--- src/rtl/sig_pkg.sv ---
// -----------------------------------------------------------------------------
// sig_pkg
// Shared definitions for the y-bus signature compressor.
//   state_e      : run-control states of the signature FSM
//   POLY8/16/32  : default feedback polynomials for common signature widths
//   fold_slices  : XOR-folds a zero-padded observation vector into one slice
// -----------------------------------------------------------------------------
package sig_pkg;

    typedef enum logic [1:0] {
        IDLE = 2'd0,
        RUN  = 2'd1,
        DONE = 2'd2
    } state_e;

    localparam logic [7:0]  POLY8  = 8'h1D;
    localparam logic [15:0] POLY16 = 16'h1021;
    localparam logic [31:0] POLY32 = 32'h04C11DB7;

    // Upper bounds for the generic fold helper. Callers zero-extend the
    // observation bus to FOLD_MAX_Y bits and keep the low sig_w result bits.
    localparam int FOLD_MAX_Y   = 2048;
    localparam int FOLD_MAX_SIG = 64;

    // Bit i of the (zero-padded) input lands in bit (i mod sig_w) of the
    // result, which is the XOR of all sig_w-wide slices with slice 0 at
    // the LSBs. Padding bits are zero, so they leave the result unchanged.
    function automatic logic [FOLD_MAX_SIG-1:0] fold_slices(
        input logic [FOLD_MAX_Y-1:0] y_pad,
        input int                    sig_w
    );
        logic [FOLD_MAX_SIG-1:0] r;
        r = '0;
        for (int i = 0; i < FOLD_MAX_Y; i++) begin
            r[6'(i % sig_w)] = r[6'(i % sig_w)] ^ y_pad[i];
        end
        return r;
    endfunction

endpackage

--- src/rtl/misr_step.sv ---
// -----------------------------------------------------------------------------
// misr_step
// Purely combinational next-signature computation: folds the observation
// bus into SIG_WIDTH bits and applies one shift/feedback step.
// Ports:
//   y        in  Y_WIDTH    observation bus
//   sig      in  SIG_WIDTH  current signature
//   sig_next out SIG_WIDTH  signature after absorbing y
// -----------------------------------------------------------------------------
module misr_step
    import sig_pkg::*;
#(
    parameter int                   Y_WIDTH   = 867,
    parameter int                   SIG_WIDTH = 32,
    parameter logic [SIG_WIDTH-1:0] POLY      = SIG_WIDTH'(POLY32)
) (
    input  logic [Y_WIDTH-1:0]   y,
    input  logic [SIG_WIDTH-1:0] sig,
    output logic [SIG_WIDTH-1:0] sig_next
);

    logic [SIG_WIDTH-1:0] fold;
    logic [SIG_WIDTH-1:0] shifted;

    assign fold = SIG_WIDTH'(fold_slices(FOLD_MAX_Y'(y), SIG_WIDTH));

    // Multiply by x modulo the feedback polynomial: shift left and, when the
    // MSB falls off, reduce by XORing in the polynomial.
    assign shifted = {sig[SIG_WIDTH-2:0], 1'b0} ^ (sig[SIG_WIDTH-1] ? POLY : '0);

    assign sig_next = shifted ^ fold;

endmodule

--- src/rtl/y_signature_misr.sv ---
// -----------------------------------------------------------------------------
// y_signature_misr
// Compresses the generated-top observation bus into a MISR signature over a
// programmable number of cycles. One-shot or continuous runs.
// Ports:
//   clk       in  1          rising-edge clock
//   rst       in  1          asynchronous active-high reset
//   start     in  1          begin a run (ignored while busy)
//   cont      in  1          continuous mode, captured with start
//   len       in  CNT_W      samples per run, captured with start
//   y         in  Y_WIDTH    observation bus
//   busy      out 1          high in RUN and DONE
//   sig       out SIG_WIDTH  running / final signature
//   sig_valid out 1          one-cycle pulse at run completion
//   run_cnt   out CNT_W      samples absorbed in the current run
// -----------------------------------------------------------------------------
module y_signature_misr
    import sig_pkg::*;
#(
    parameter int                   Y_WIDTH   = 867,
    parameter int                   SIG_WIDTH = 32,
    parameter logic [SIG_WIDTH-1:0] POLY      = SIG_WIDTH'(POLY32),
    parameter logic [SIG_WIDTH-1:0] SEED      = '0,
    parameter int                   CNT_W     = 16
) (
    input  logic                 clk,
    input  logic                 rst,
    input  logic                 start,
    input  logic                 cont,
    input  logic [CNT_W-1:0]     len,
    input  logic [Y_WIDTH-1:0]   y,
    output logic                 busy,
    output logic [SIG_WIDTH-1:0] sig,
    output logic                 sig_valid,
    output logic [CNT_W-1:0]     run_cnt
);

    state_e               state_q, state_d;
    logic [SIG_WIDTH-1:0] sig_q, sig_d;
    logic [CNT_W-1:0]     run_cnt_q, run_cnt_d;
    logic [CNT_W-1:0]     len_q, len_d;
    logic                 cont_q, cont_d;
    logic [SIG_WIDTH-1:0] sig_next;
    logic [CNT_W-1:0]     cnt_inc;

    misr_step #(
        .Y_WIDTH   (Y_WIDTH),
        .SIG_WIDTH (SIG_WIDTH),
        .POLY      (POLY)
    ) u_step (
        .y        (y),
        .sig      (sig_q),
        .sig_next (sig_next)
    );

    assign cnt_inc = run_cnt_q + CNT_W'(1);

    always_comb begin
        state_d   = state_q;
        sig_d     = sig_q;
        run_cnt_d = run_cnt_q;
        len_d     = len_q;
        cont_d    = cont_q;
        case (state_q)
            IDLE: begin
                if (start) begin
                    len_d     = len;
                    cont_d    = cont;
                    sig_d     = SEED;
                    run_cnt_d = '0;
                    state_d   = (len == '0) ? DONE : RUN;
                end
            end
            RUN: begin
                // y is only consumed here, so X on y elsewhere is harmless.
                sig_d     = sig_next;
                run_cnt_d = cnt_inc;
                if (cnt_inc == len_q) begin
                    state_d = DONE;
                end
            end
            DONE: begin
                if (cont_q) begin
                    // Restart with the captured length; a zero-length
                    // continuous run keeps pulsing from DONE every cycle
                    // rather than letting run_cnt wrap.
                    sig_d     = SEED;
                    run_cnt_d = '0;
                    state_d   = (len_q == '0) ? DONE : RUN;
                end else begin
                    state_d = IDLE;
                end
            end
            default: begin
                state_d = IDLE;
            end
        endcase
    end

    always_ff @(posedge clk or posedge rst) begin
        if (rst) begin
            state_q   <= IDLE;
            sig_q     <= SEED;
            run_cnt_q <= '0;
            len_q     <= '0;
            cont_q    <= 1'b0;
        end else begin
            state_q   <= state_d;
            sig_q     <= sig_d;
            run_cnt_q <= run_cnt_d;
            len_q     <= len_d;
            cont_q    <= cont_d;
        end
    end

    assign busy      = (state_q != IDLE);
    assign sig_valid = (state_q == DONE);
    assign sig       = sig_q;
    assign run_cnt   = run_cnt_q;

endmodule

--- config.mk ---
export PLATFORM = sky130hd
export DESIGN_NAME = y_signature_misr
export DESIGN_NICKNAME = d
export VERILOG_FILES = /design/src/rtl/sig_pkg.sv /design/src/rtl/misr_step.sv /design/src/rtl/y_signature_misr.sv
export SDC_FILE = /design/constraint.sdc
export NUM_CORES = 1
export LEC_CHECK = 0
export CORE_AREA = 2 2 363 365
export DETAILED_ROUTE_END_ITERATION = 8
export DIE_AREA = 0 0 365 367
export SLEW_MARGIN = 30
export SYNTH_ARGS = -nofsm -noshare
export SYNTH_HDL_FRONTEND = slang
export SYNTH_HIERARCHICAL = 1
export SYNTH_SLANG_ARGS = --single-unit
--- constraint.sdc ---
create_clock -name clk -period 4.2 [get_ports clk]
set_clock_uncertainty 0.05 [all_clocks]
set_input_delay 0.42 -clock clk [delete_from_list [all_inputs] [get_ports clk]]
set_output_delay 0.42 -clock clk [all_outputs]
set_load 0.005 [all_outputs]
; Word-level counts from Yosys, hierarchy flattened
; Cells that the tools add are included.
[word_totals]
regBits = 67
latchBits = 0
mem_bits_rw = 0
romBits = 0
mem_count = 0
[op_classes]
add_sub_neg = 1
mul = 0
div_mod_pow = 0
order_cmp = 0
n_eq_ne = 6
shift = 0
muxes = 13
bitwise = 837
reduce_logical = 8
[op_table]
columns = op, n
row1 = 1-bit XOR, 835
row2 = 32-bit case mux with 3 select lines, 1
row3 = 32-bit 2-to-1 mux, 2
row4 = 16-bit case mux with 3 select lines, 1
row5 = 16-bit zero test, 2
row6 = 16-bit 2-to-1 mux, 2
row7 = 32-bit by 27-bit XOR with 32-bit output, 1
row8 = 32-bit XOR, 1
row9 = 27-bit 2-to-1 mux, 1
row10 = 16-bit by 1-bit adder with 16-bit output (second input constant), 1
row11 = 16-bit == test, 1
row12 = 2-bit 2-to-1 mux, 5
row13 = 2-bit case mux with 3 select lines, 1
row14 = 2-bit != test (second input constant), 2
row15 = 2-bit AND reduction, 2
row16 = 3-bit AND reduction, 1
row17 = 3-bit nonzero test, 1
row18 = 2-bit by 1-bit == test with 1-bit output (second input constant), 1
row19 = 2-bit == test (second input constant), 1
row20 = 2-bit zero test, 1
row21 = 2-bit by 1-bit != test with 1-bit output (second input constant), 1
row22 = 2-bit nonzero test, 1

; Longest topological paths before layout
[logic_depth]
word_depth = 29
mapped_depth = 8
ltp_nobuf = 7

; Hierarchy
; Netlist, hierarchy kept.
[modules_own_cells]
columns = module, n_inst, cells_per_inst, area_each_um2
row1 = misr_step, 1, 804, 8204.1
row2 = y_signature_misr, 1, 299, 3365.7

; Least setup slack after synthesis
; OpenSTA, ideal clock, no wires.
[synth_path]
path_kind = reg-to-reg
startpoint = register run_cnt_q[0] (netlist: run_cnt[0])
endpoint = register state_q[0]
setup_ns = 0.136
arrival_time_ns = 2.067
t_required_ns = 4.014
path_slack_ns = 1.947
path_stages_with_launch = 9
path_buffers = 1
period_less_slack_ns = 2.253
cell_sequence = dfrtp_1 > ha_1 > buf_2 > nand3_2 > nor4_4 > xor2_2 > a2111oi_4 > and4_1 > a21oi_1
[synth_via]
elab_chain_cells = 4
[synth_lines]
columns = item, line
row1 = start: declaration, y_signature_misr.sv:40  ; logic [CNT_W-1:0] run_cnt_q, run_cnt_d;
row2 = start signal: assignment, y_signature_misr.sv:110  ; run_cnt_q <= run_cnt_d;
row3 = 16-bit by 1-bit adder with 16-bit output, y_signature_misr.sv:56  ; assign cnt_inc = run_cnt_q + CNT_W'(1);
row4 = 16-bit == test, y_signature_misr.sv:78  ; if (cnt_inc == len_q) begin
row5 = 2-bit != test (no source line), -
row6 = 2-bit AND reduction (no source line), -
row7 = end signal: assignment, y_signature_misr.sv:108  ; state_q <= state_d;
row8 = end: declaration, y_signature_misr.sv:38  ; state_e state_q, state_d;
; No other way between the ends.
; A chain may end at the register's enable or synchronous reset.

; Final worst setup path
[layout_path]
startpoint = input y[346]
endpoint = register sig_q[26] (netlist: sig[26])
[layout_via]
elab_chain_cells = 19
[layout_lines]
columns = item, line
row1 = start: declaration, y_signature_misr.sv:31  ; input logic [Y_WIDTH-1:0] y,
row2 = 1-bit XOR (17 in series), sig_pkg.sv:35  ; r[6'(i % sig_w)] = r[6'(i % sig_w)] ^ y_pad[i];
row3 = 32-bit XOR, misr_step.sv:31  ; assign sig_next = shifted ^ fold;
row4 = net sig_next[26], y_signature_misr.sv:43  ; logic [SIG_WIDTH-1:0] sig_next;
row5 = 32-bit case mux with 3 select lines, y_signature_misr.sv:64  ; case (state_q)
row6 = end signal: assignment, y_signature_misr.sv:109  ; sig_q <= sig_d;
row7 = end: declaration, y_signature_misr.sv:39  ; logic [SIG_WIDTH-1:0] sig_q, sig_d;
; The timed path passes the listed nets, and every way through them passes these cells.

==> results.md <==
* TNS Setup at 0 ns
* CTS tree: built
* Period utilization at 69.26%
* First-pass GRT wire length at 96560 µm
* Most frequent cells in the layout: clkdlybuf4s50_1, xnor2_1, xnor3_1
* Initial antenna violation count at 52
* Switching pwr at 2840 µW
* VDD IR max at 0.2239 mV
* Placed Instances at 3781
* Hold Violations, Final at 0
* GR Overflow Total at 0
* FF+latch count, synth at 67
* Simple-gate portion of the synthesized area at 4.769%
* Post-place setup slack at 0.8450 ns
* Post-Layout Cell Count at 3805
* Final Max Slew Viols at 0
* # DRC at 0
* Combinational share of power at 73.8%
* Layout Utilization at 17.99%
* Area grow syn2layout at 102.9%
* Internal power at 5201 µW
* TritonCTS Sinks at 67
* Initial DRC count at 414
* Critical path class: input port to register
* Power share of the clock group at 11.9%
* Sequential fraction of the synthesis area at 14.49%
* CTS Buf Count at 9
* Crit Path Max Fanout at 1
* Final Net Count at 2925
* Synthesized cell area at 11570 µm²
* Synth cell types at 52
* Syn_nets at 1991
* Die area at 134000 µm²
* Post-synth top area share at 50.87%
* Bufs on Longest Clock Path at 2
* Post-DRT Antenna Nets at 0
* Ranking of synthesized cells by area: xnor2_1, xnor3_1, dfrtp_1, xor2_1, a22o_1
* Mapped Cells at 1103
* Max Cap Violations at 0
* Worst hold slack at 0.3631 ns
* CTS resizes at 0
* Mux cell area share after synthesis at 1.557%
* Chip width at 365 µm
* Via count at 11.53k
* Leading area contributor after synthesis: xnor2_1
* Via/cell ratio at 3.029
* Largest family of logic cells by synthesized area: XOR/XNOR gates
* FMAX at 343.8 MHz
* Critical Path End Type: register
* CTS clk-pin slew, worst paths at 0.09 ns
* Total track usage at 10.85%
* I/O Buffers at 936
* CP required at 4.45 ns
* Period minus WS final at 2.909 ns
* Clk_lat worst skew at 0.42 ns
* Post-CTS setup buffer count at 0
* Drt first pass iters at 4
* Actual slew at the worst max-slew pin at 0.9583 ns
* Complex-gate fraction of the synthesized area at 5.353%
* Initial Util at 8.868%
* Ys flop type: dfrtp_1
* # IOs at 937
* Sw Share at 35.32%
* Status: finished clean
* Commonest non-fill, non-tap cell in the layout: clkdlybuf4s50_1
* Pin count of the biggest net entering global routing at 41
* Vias in the first global route at 12.19k
* RSZ-0062 raised after global routing: no
* Worst Hold Class: input port to asynchronous set/reset pin
* Post-DP HPWL at 69080 µm
* Clock root buffer master: clkbuf_16
* YS warnings at 6
* Crit path DAT at 3.16 ns
* Mapped Avg Cell Area at 10.49 µm²
* Adder-Cell Fraction of Synth Area at 0.1081%
* Worst slew margin at 35.65%
* Leak at 0.008271 µW
* Placer congestion estimate at 0.8552
* H-tree Lvls at 3
* Core area at 130500 µm²
* Post-synth EDFFs at 0
* Final WL at 75980 µm
* Post-DR wirelength/cell at 19.97 µm
* # fillers at 14.59k
* Num rows at 133
* Cts hold-fix bufs at 0
* Setup Viol. Count Final at 0
* Die span in y at 367 µm
* XOR/XNOR Fraction of Synth Area at 72.57%
* Layout cells sized above 1 at 3.575%
* Pwr dens at 342.6 nW/µm²
* Seq pwr share at 14.3%
* Worst setup margin at 1.291 ns
* Asr flop ratio synth at 100.0%
* CP Launch Type: input port
[through the flow]
| stage | cell area [µm²] | total power, µW |
|---|---|---|
| 2_1_floorplan | 11570 | 4832 |
| 3_3_place_gp | 23130 | 7208 |
| 3_5_place_dp | 23150 | 7254 |
| 4_1_cts | 23450 | 8305 |
| 5_1_grt | 23470 | 8631 |
| 6_report | 23470 | 8042 |
[power by group through the flow]
stage               registers (µW)  clock network, µW  logic, µW
floorplan                     1020                  0       3810
global placement              1190                  0       6020
detailed placement            1190                  0       6060
CTS                           1180               1040       6090
global route                  1200               1050       6380
finish                        1150                957       5940
[registers in the layout, indices dropped and copies added, names as in the netlist]
| register | cells |
|---|---|
| sig | 32 |
| len_q | 16 |
| cont_q | 1 |
| run_cnt | 16 |
| state_q | 2 |
[synthesized netlist by cell type, types with 4 or more instances]
library cell and n:
dfrtp_1 67, nand4_1 4, nand2_1 19, mux2_2 16, clkbuf_1 11, buf_2 7
xnor2_2 12, nor2_1 15, xnor2_1 672, nand3_1 6, xor2_1 62, o21ai_0 22
a22o_1 34, inv_1 6, xnor3_1 78, nor4_1 10
[per-layer routing]
| metal | track usage [%] | vias to the layer above | part of all wire (%) | wire length (µm) |
|---|---|---|---|---|
| met5 | 0 | - | 0.27 | 204 |
| met4 | 2.414 | 28 | 1.8 | 1356 |
| met3 | 4.176 | 92 | 9.4 | 7122 |
| met2 | 18.47 | 580 | 48 | 36290 |
| met1 | 12.78 | 5339 | 41 | 31000 |
| li1 | - | 5488 | - | - |
[worst paths after layout]
path | startpoint | endpoint | slack [ns] | cells after the start
setup reg to reg | sig[31] | sig[1] | 1.51 | 6
max in group asynchronous | rst | sig[6] | 2.82 | 3
min in group clk | cont_q | cont_q | 0.49 | 1
setup / recovery | y[346] | sig[26] | 1.29 | 6
hold reg to reg | cont_q | cont_q | 0.49 | 1
hold / removal | rst | sig[12] | 0.36 | 2
[cells by family (layout without fill, tap and decap cells)]
logic type | after synthesis | in the layout
buffers and inverters | 29 | 968
DFF | 67 | 67
xor gates and xnor gates | 825 | 825
and+or+nand+nor | 84 | 84
adders and majority gates | 1 | 1
AOI/OAI and AO/OA | 81 | 81
other | 0 | 8
muxes | 16 | 16
[layout make-up]
type | instances | area (µm²) | area share, %
diodes | 8 | 20.02 | 0.08529
clock buffers | 9 | 225.2 | 0.9595
clock inverters | 7 | 76.32 | 0.3252
inverters | 6 | 25.02 | 0.1066
multi-input cells | 1007 | 9782 | 41.68
flip-flops and latches | 67 | 1678 | 7.149
well taps | 1755 | 2196 | 9.356
repair buffers | 946 | 9469 | 40.34
[worst max-delay path: stages]
cell	delay, ns
clkdlybuf4s50_1	0.44
xnor2_1	0.76
xnor3_1	0.56
xnor3_1	0.38
xnor3_1	0.39
a22o_1	0.20
Power figures use the tool's default switching activity.
